`config.mk`:
```
export PLATFORM = sky130hd
export DESIGN_NAME = msg_stream_gen_flat
export DESIGN_NICKNAME = d
export VERILOG_FILES = /design/src/rtl/msg_stream_pkg.sv /design/src/rtl/msg_stream_gen_if.sv /design/src/rtl/msg_store.sv /design/src/rtl/msg_stream_gen.sv /design/src/flat_wrapper.sv
export SDC_FILE = /design/constraint.sdc
export NUM_CORES = 1
export LEC_CHECK = 0
export CELL_PAD_IN_SITES_DETAIL_PLACEMENT = 0
export CELL_PAD_IN_SITES_GLOBAL_PLACEMENT = 1
export CORE_ASPECT_RATIO = 1.4
export CORE_MARGIN = 10
export CORE_UTILIZATION = 49
export DETAILED_ROUTE_END_ITERATION = 10
export PLACE_DENSITY = 0.87
export SLEW_MARGIN = 20
export SYNTH_ARGS = -nofsm -noshare
export SYNTH_HDL_FRONTEND = slang
export SYNTH_SLANG_ARGS = --single-unit
```
`constraint.sdc`:
```
create_clock -name clk -period 2.3 [get_ports clk]
set_clock_uncertainty 0.2 [all_clocks]
set_input_delay 0.23 -clock clk [delete_from_list [all_inputs] [get_ports clk]]
set_output_delay 0.23 -clock clk [all_outputs]
set_load 0.01 [all_outputs]
```
`src/rtl/msg_stream_pkg.sv`:
```
// Shared types and width helpers for the message streamer.
package msg_stream_pkg;

  typedef enum logic [1:0] {
    IDLE = 2'd0,
    SEND = 2'd1,
    GAP  = 2'd2
  } state_t;

  function automatic int msw_calc(input int num_msg);
    return (num_msg > 1) ? $clog2(num_msg) : 1;
  endfunction

  function automatic int lw_calc(input int max_len);
    return $clog2(max_len + 1);
  endfunction

  function automatic int iw_calc(input int max_len);
    return (max_len > 1) ? $clog2(max_len) : 1;
  endfunction

  function automatic int gw_calc(input int gap_cyc);
    return (gap_cyc > 0) ? $clog2(gap_cyc + 1) : 1;
  endfunction

endpackage

```
`src/rtl/msg_stream_gen_if.sv`:
```
// Display write port: one character per beat, sink backpressure on ready.
interface msg_stream_gen_if #(
  parameter int DATA_W = 8
) ();
  logic [DATA_W-1:0] data;
  logic              wen;
  logic              ready;

  modport master (output data, output wen, input ready);
  modport slave  (input data, input wen, output ready);
endinterface

```
`src/rtl/msg_store.sv`:
```
// Character and length storage for all messages; write port gated by the
// caller, asynchronous reads.
module msg_store
  import msg_stream_pkg::*;
#(
  parameter int DATA_W  = 8,
  parameter int MAX_LEN = 16,
  parameter int NUM_MSG = 4,
  localparam int MSW = msw_calc(NUM_MSG),
  localparam int LW  = lw_calc(MAX_LEN),
  localparam int IW  = iw_calc(MAX_LEN)
) (
  input  logic              clk,
  input  logic              reset,
  input  logic              wr_allow,
  input  logic              cfg_we,
  input  logic              cfg_len_we,
  input  logic [MSW-1:0]    cfg_msg,
  input  logic [IW-1:0]     cfg_idx,
  input  logic [DATA_W-1:0] cfg_data,
  input  logic [LW-1:0]     cfg_len,
  input  logic [MSW-1:0]    len_msg,
  output logic [LW-1:0]     len_out,
  input  logic [MSW-1:0]    rd_msg,
  input  logic [IW-1:0]     rd_idx,
  output logic [DATA_W-1:0] rd_char
);

  logic [DATA_W-1:0]         char_mem [NUM_MSG][MAX_LEN];
  logic [NUM_MSG-1:0][LW-1:0] len_mem;
  logic                      msg_ok;
  logic                      idx_ok;
  logic [LW-1:0]             len_clamped;

  assign msg_ok      = int'(cfg_msg) < NUM_MSG;
  assign idx_ok      = int'(cfg_idx) < MAX_LEN;
  assign len_clamped = (cfg_len > LW'(MAX_LEN)) ? LW'(MAX_LEN) : cfg_len;

  // Character contents are deliberately left unreset.
  always_ff @(posedge clk) begin
    if (wr_allow && cfg_we && msg_ok && idx_ok) begin
      char_mem[cfg_msg][cfg_idx] <= cfg_data;
    end
  end

  genvar gi;
  generate
    for (gi = 0; gi < NUM_MSG; gi++) begin : g_len
      logic [LW-1:0] len_q;

      always_ff @(posedge clk) begin
        if (reset) begin
          len_q <= '0;
        end else if (wr_allow && cfg_len_we && (int'(cfg_msg) == gi)) begin
          len_q <= len_clamped;
        end
      end

      assign len_mem[gi] = len_q;
    end
  endgenerate

  assign len_out = (int'(len_msg) < NUM_MSG) ? len_mem[len_msg] : '0;
  assign rd_char = char_mem[rd_msg][rd_idx];

endmodule

```
`src/rtl/msg_stream_gen.sv`:
```
// Streams a stored message one character per accepted beat, with optional
// repeat, inter-message gap and abort.
module msg_stream_gen
  import msg_stream_pkg::*;
#(
  parameter int DATA_W  = 8,
  parameter int MAX_LEN = 16,
  parameter int NUM_MSG = 4,
  parameter int GAP_CYC = 0,
  localparam int MSW = msw_calc(NUM_MSG),
  localparam int LW  = lw_calc(MAX_LEN),
  localparam int IW  = iw_calc(MAX_LEN)
) (
  input  logic              clk,
  input  logic              reset,
  input  logic              start,
  input  logic [MSW-1:0]    msg_sel,
  input  logic              repeat_en,
  input  logic              abort,
  input  logic              cfg_we,
  input  logic              cfg_len_we,
  input  logic [MSW-1:0]    cfg_msg,
  input  logic [IW-1:0]     cfg_idx,
  input  logic [DATA_W-1:0] cfg_data,
  input  logic [LW-1:0]     cfg_len,
  msg_stream_gen_if.master  disp,
  output logic              busy,
  output logic              done
);

  localparam int GW = gw_calc(GAP_CYC);

  state_t         state_reg, state_next;
  logic [MSW-1:0] msg_reg, msg_next;
  logic           rep_reg, rep_next;
  logic [LW-1:0]  len_reg, len_next;
  logic [IW-1:0]  idx_reg, idx_next;
  logic [GW-1:0]  gap_reg, gap_next;
  logic           done_reg, done_next;

  logic [LW-1:0]     sel_len;
  logic [DATA_W-1:0] rd_char;
  logic              last_beat;
  logic              gap_end;

  msg_store #(
    .DATA_W  (DATA_W),
    .MAX_LEN (MAX_LEN),
    .NUM_MSG (NUM_MSG)
  ) u_store (
    .clk        (clk),
    .reset      (reset),
    .wr_allow   (!busy),
    .cfg_we     (cfg_we),
    .cfg_len_we (cfg_len_we),
    .cfg_msg    (cfg_msg),
    .cfg_idx    (cfg_idx),
    .cfg_data   (cfg_data),
    .cfg_len    (cfg_len),
    .len_msg    (msg_sel),
    .len_out    (sel_len),
    .rd_msg     (msg_reg),
    .rd_idx     (idx_reg),
    .rd_char    (rd_char)
  );

  // Length is latched at start so the stream is immune to later edits.
  assign last_beat = (LW'(idx_reg) + LW'(1)) == len_reg;
  assign gap_end   = int'(gap_reg) == (GAP_CYC - 1);

  always_ff @(posedge clk) begin
    if (reset) begin
      state_reg <= IDLE;
      msg_reg   <= '0;
      rep_reg   <= 1'b0;
      len_reg   <= '0;
      idx_reg   <= '0;
      gap_reg   <= '0;
      done_reg  <= 1'b0;
    end else begin
      state_reg <= state_next;
      msg_reg   <= msg_next;
      rep_reg   <= rep_next;
      len_reg   <= len_next;
      idx_reg   <= idx_next;
      gap_reg   <= gap_next;
      done_reg  <= done_next;
    end
  end

  always_comb begin
    state_next = state_reg;
    msg_next   = msg_reg;
    rep_next   = rep_reg;
    len_next   = len_reg;
    idx_next   = idx_reg;
    gap_next   = gap_reg;
    done_next  = 1'b0;

    case (state_reg)
      IDLE: begin
        if (!abort && start) begin
          msg_next = msg_sel;
          rep_next = repeat_en;
          len_next = sel_len;
          idx_next = '0;
          if (sel_len != '0) begin
            state_next = SEND;
          end else begin
            done_next = 1'b1;
          end
        end
      end

      SEND: begin
        if (abort) begin
          state_next = IDLE;
        end else if (disp.ready) begin
          if (last_beat) begin
            idx_next = '0;
            if (!rep_reg) begin
              state_next = IDLE;
              done_next  = 1'b1;
            end else if (GAP_CYC > 0) begin
              state_next = GAP;
              gap_next   = '0;
            end
          end else begin
            idx_next = idx_reg + IW'(1);
          end
        end
      end

      GAP: begin
        if (abort) begin
          state_next = IDLE;
        end else if (gap_end) begin
          state_next = SEND;
          idx_next   = '0;
          gap_next   = '0;
        end else begin
          gap_next = gap_reg + GW'(1);
        end
      end

      default: state_next = IDLE;
    endcase
  end

  assign busy      = state_reg != IDLE;
  assign done      = done_reg;
  assign disp.wen  = state_reg == SEND;
  assign disp.data = disp.wen ? rd_char : '0;

endmodule
```
`src/flat_wrapper.sv`:
```
// flat-port wrapper written by rule: the top's interface ports become plain ports
module msg_stream_gen_flat import msg_stream_pkg::*;
#(
  parameter int DATA_W  = 8,
  parameter int MAX_LEN = 16,
  parameter int NUM_MSG = 4,
  parameter int GAP_CYC = 0,
  localparam int MSW = msw_calc(NUM_MSG),
  localparam int LW  = lw_calc(MAX_LEN),
  localparam int IW  = iw_calc(MAX_LEN)
)
  (clk, reset, start, msg_sel, repeat_en, abort, cfg_we, cfg_len_we, cfg_msg, cfg_idx, cfg_data, cfg_len, busy, done, disp_data, disp_wen, disp_ready);
  msg_stream_gen_if #(.DATA_W(DATA_W)) disp_i ();
  input  logic clk;
  input  logic reset;
  input  logic start;
  input  logic [MSW-1:0] msg_sel;
  input  logic repeat_en;
  input  logic abort;
  input  logic cfg_we;
  input  logic cfg_len_we;
  input  logic [MSW-1:0] cfg_msg;
  input  logic [IW-1:0] cfg_idx;
  input  logic [DATA_W-1:0] cfg_data;
  input  logic [LW-1:0] cfg_len;
  output logic busy;
  output logic done;
  output wire logic [$bits(disp_i.data)-1:0] disp_data;
  output wire logic [$bits(disp_i.wen)-1:0] disp_wen;
  input wire logic [$bits(disp_i.ready)-1:0] disp_ready;
  assign disp_data = disp_i.data;
  assign disp_wen = disp_i.wen;
  assign disp_i.ready = disp_ready;
  msg_stream_gen #(.DATA_W(DATA_W), .MAX_LEN(MAX_LEN), .NUM_MSG(NUM_MSG), .GAP_CYC(GAP_CYC)) u_core (.clk(clk), .reset(reset), .start(start), .msg_sel(msg_sel), .repeat_en(repeat_en), .abort(abort), .cfg_we(cfg_we), .cfg_len_we(cfg_len_we), .cfg_msg(cfg_msg), .cfg_idx(cfg_idx), .cfg_data(cfg_data), .cfg_len(cfg_len), .disp(disp_i), .busy(busy), .done(done));
endmodule
```
Word level (Yosys, flattened, before mapping)
Memories as Yosys holds them, arrays and structs flattened. A register that Yosys moved wholly into a read port is not among the register bits.
Cells that the tools add are included.
Storage, ports and cells
  flip-flop bits (word level): 35
  RAM bits: 512
  input bits: 29
  output and inout bits: 11
  word-level logic and storage cells: 85
  memories kept: 1
Memories
  u_core.u_store.char_mem: words 4, width 128, read ports 1, clocked after Yosys merged registers in 1, write ports 1, RTL line msg_store.sv:29  | logic [DATA_W-1:0] char_mem [NUM_MSG][MAX_LEN];
Operators by class
  add/sub/neg operators: 2
  magnitude comparators: 5
  equal/unequal tests: 14
  mux-type cells: 33
  bitwise logic cells: 2
  reductions and logical operators: 18
Operators by type and width (count)
  two-way mux 128 bit: 1
  binary-select mux 8 bit (select 4 bit): 1
  demux 8 bit (select 4 bit): 1
  two-way mux 8 bit: 4
  two-way mux 2 bit: 9
  two-way mux 4 bit: 4
  binary-select mux 5 bit (select 2 bit): 1
  greater-or-equal comparator 5 bit, second input constant: 2
  two-way mux 5 bit: 2
  NOT 4 -> 5 bit: 2
  inequality test 3 bit, second input constant: 3
  logical AND 1 bit: 8
  one-hot mux 4 bit (2 select lines): 1
  two-way mux 1 bit: 7
  == test 2 bit, second input constant: 3
  inequality test 2 bit, second input constant: 3
  one-hot mux 2 bit (3 select lines): 1
  AND reduction 6 bit: 1
  adder 4 x 1 -> 5 bit, second input constant: 1
  == test 5 bit: 1
  > comparator 5 bit, second input constant: 1
  < comparator 5 x 1 -> 1 bit, second input constant: 1
  nonzero test 5 bit: 1
  adder 4 x 1 -> 4 bit, second input constant: 1
  9 further kinds: 14

Longest topological paths before layout
  word-level depth: 6
  mapped depth: 9
  depth with buffers taken out: 6

Modules after synthesis
Synthesis repeated with hierarchy kept, for this count alone.
Second synthesis, totals
  cells, all modules: 1098
  area total of the unflattened synthesis: 21529.4 um^2
Modules (own cells, without submodules)
  msg_store: instances 1, cells each 1000, area each 20763.7 um^2, seq. area each 15775.1 um^2
  msg_stream_gen: instances 1, cells each 98, area each 765.7 um^2, seq. area each 280.3 um^2

Worst setup path before layout
OpenSTA, ideal clock, no wires.
  path type: reg2out
  start point: register (tool-made name)
  end point: output disp_data[0]
  arrival: 1824 ps
  data required time: 1870 ps
  slack: 46 ps
  stages on the path, launching flop included: 8
  path buffers: 3
  path through: dfxtp_1 > buf_2 > buf_2 > clkbuf_1 > mux4_2 > a211oi_1 > nand2_1 > a22o_1
RTL lines
  end, declared: RTL line flat_wrapper.sv:28  | output wire logic [$bits(disp_i.data)-1:0] disp_data;

==> reports/qor.csv <==
metric,value,unit
status,"complete, but fails checks",
failing checks,setup timing,
Area Overhead vs Synth,22.2,%
routed vias/inst,6.10,
Final Util,0.606,
Max Slew Vio Count,0,
maximum VDD drop,0.499,mV
CTS tree,done,
Netlist cell types,42,
total number of yosys warnings,0,
"EDFF count, synth",512,
Starting DRT DRC Count,1332,
critical path type,reg2out,
DPL Wire Length,31100,µm
cell count after synthesis,1139,
total gr overflow,0,
site row count,90,
htree depth,2,
R2R Path End,u_core.done,
Total Power,19.6,mW
Reg2Reg Depth,7,
crit path max fanout,6,
post-synthesis net count,1169,
Starting Density,0.496,
async set-reset flop share out of synthesis,0,
post-layout min period,3.13,ns
worst hold path type,in2reg,
switching share of power,0.209,
register-to-register setup slack,0.06,ns
area of the core,43100,µm²
final worst-path cycle share,1.36,
worst rel slew slack,0.501,
Max clock buf depth,3,
gpl congestion,0.850,
Fmax achieved,319,MHz
Clock power frac,0.387,
Least-Margin Pin Slew,0.748,ns
Diodes inserted,0,
die height,267,µm
synth top area cells,"edfxtp_1 72%, mux4_2 11%, mux2i_1 3.6%, dfxtp_1 3.4%, nor2_1 1.6%",
Antenna Nets Post-Route,0,
switching power,4.11,mW
Avg WL per Cell,26.8,µm
vias in the first global route,12300,
Comb pwr share,0.054,
final setup violation count,8,
largest net degree at the start of global routing,65,
# nets final,1401,
power per cell area,751,nW/µm²
CP Capture Type,primary output,
Initial DRT Pass Iterations,6,
P_int,15.5,mW
Max Cap Viol,0,
placed cell count,1844,
"Top FF cell, synth",edfxtp_1,
die area,52500,µm²
RSZ-0062 raised after global routing,yes,
DR vias,11900,
Post-Layout Cell Count,1955,
register area share after synthesis,0.752,
Pleak,8.47,nW
residual DRC count,0,
max reg flops,512,
first-pass GRT wire length,77800,µm
setup TNS,-6.37,ns
WHS Path Cells,1,
# fillers,2867,
share of cells above drive strength 1,0.345,
clk slew on worst S/H paths,0.07,ns
post-synthesis cell type with the largest combined area,edfxtp_1,
Post-Route WL,52300,µm
CTS Buf Count,49,
Startpoint Class,flop,
Worst setup endpoint,disp_data[2],
clock sinks,548,
IO buf count,39,
post-synth top area share,0.719,
part of the power in registers,0.558,
Total Routing Usage GR,0.196,
RR Startpoint,u_core.idx_reg[0],
die width,197,µm
syn avg cell area,18.8,µm²
final count of hold timing violations,0,
CTS root buf,clkbuf_16,
setup ws final,-0.832,ns
CP Data Required Time,1.87,ns
Yosys reg bits,548,
Synth Cell Area,21400,µm²
clk_lat worst skew,0.57,ns
"Arr. time, crit path",2.70,ns
initial antenna violation count,1,
# IOs,40,
-- cell usage in the layout (no fill, tap or decap), types with 22 or more instances in the layout --
cell type and count:
edfxtp_1 512, buf_4 157, mux4_2 102, nor2_1 88, mux2i_1 69, clkbuf_16 50, nand2_1 47, buf_12 37
dfxtp_1 32, a22oi_2 26, a21oi_1 25, clkdlybuf4s50_1 23, a21oi_2 22
-- power by group through the flow --
stage | Sequential [mW] | Clock [mW] | Combinational, mW
6_report | 11.0 | 7.61 | 1.07
5_1_grt | 11.0 | 8.08 | 1.13
4_1_cts | 11.0 | 7.67 | 1.06
3_5_place_dp | 11.2 | 0 | 0.920
3_3_place_gp | 11.2 | 0 | 0.896
2_1_floorplan | 11.2 | 0 | 0.442
-- final cells by class --
cell class	instances	area (µm²)	share of cell area
clock inverters	22	165	0.00631
repair buffers	250	2540	0.0971
flip-flops and latches	548	16100	0.616
well taps	552	691	0.0264
clock buffers	61	1290	0.0494
multi-input cells	522	5360	0.205
-- stage by stage --
| stage | setup WS, ns | cell area [µm²] | hold slack (ns) |
|---|---|---|---|
| after global routing | -0.904 | 26200 | 0.0548 |
| after global placement | -0.617 | 23800 | 0.257 |
| after CTS | -0.804 | 26100 | 0.0176 |
| after detailed placement | -0.649 | 23800 | 0.272 |
| after floorplan | 0.0461 | 21400 | 0.109 |
| final | -0.832 | 26200 | 0.0524 |
-- worst min-delay path by stage --
stage                                                start                          endpoint  slack (ns)
final                                          cfg_data[0]     u_core.u_store.char_mem[3][8]        0.05
after global routing                           cfg_data[0]     u_core.u_store.char_mem[3][8]        0.05
after CTS                                      cfg_data[0]     u_core.u_store.char_mem[3][8]        0.02
after detailed placement  u_core.u_store.g_len[2].len_q[4]  u_core.u_store.g_len[2].len_q[4]        0.27
after global placement    u_core.u_store.g_len[0].len_q[2]  u_core.u_store.g_len[0].len_q[2]        0.26
after floorplan                                      abort               u_core.state_reg[0]        0.11
-- synthesized netlist by cell type, drive strengths merged, types with 8 or more instances --
library cell,count
edfxtp,512
mux4,102
nor2,90
mux2i,76
nand2,52
a21oi,49
clkbuf,37
dfxtp,36
buf,32
a22oi,31
a211oi,16
o22ai,16
o21ai,15
o221ai,15
nand3,9
nor2b,9
a22o,8
-- cell families after synthesis --
| kind of cell | after synthesis | share of synthesized area |
|---|---|---|
| xor+xnor | 5 | 0.00205 |
| fa+ha+maj | 1 | 0.000585 |
| compound gates | 158 | 0.0492 |
| buf+inv | 69 | 0.0167 |
| mux | 178 | 0.143 |
| simple gates | 180 | 0.0363 |
| flops | 548 | 0.752 |
-- critical path, cell delays in order, from the launching register on --
cell and delay, ns:
dfxtp_4 0.39, buf_12 0.14, buf_8 0.14, buf_16 0.14, mux4_2 0.56, a211oi_2 0.27, nand2_2 0.10, a22o_1 0.24
buf_2 0.15
-- timing repair --
item | 4_1_cts | 5_1_grt
endpoints found under the hold margin | 182 | 0
endpoints found under the setup margin | 9 | 211
hold buffers | 5 | 0
resized for setup | 128 | 19
setup buffers | 18 | 2
cloned | 7 | 0
pin swaps | 37 | 14
-- metal layers --
metal / wire length [µm] / track usage / up-vias
li1: - / - / 5073
met1: 19200 / 0.240 / 6098
met2: 27100 / 0.337 / 645
met3: 4030 / 0.0339 / 112
met4: 1960 / 0.0839 / 2
met5: 8 / 0 / -
Power figures use the tool's default switching activity.
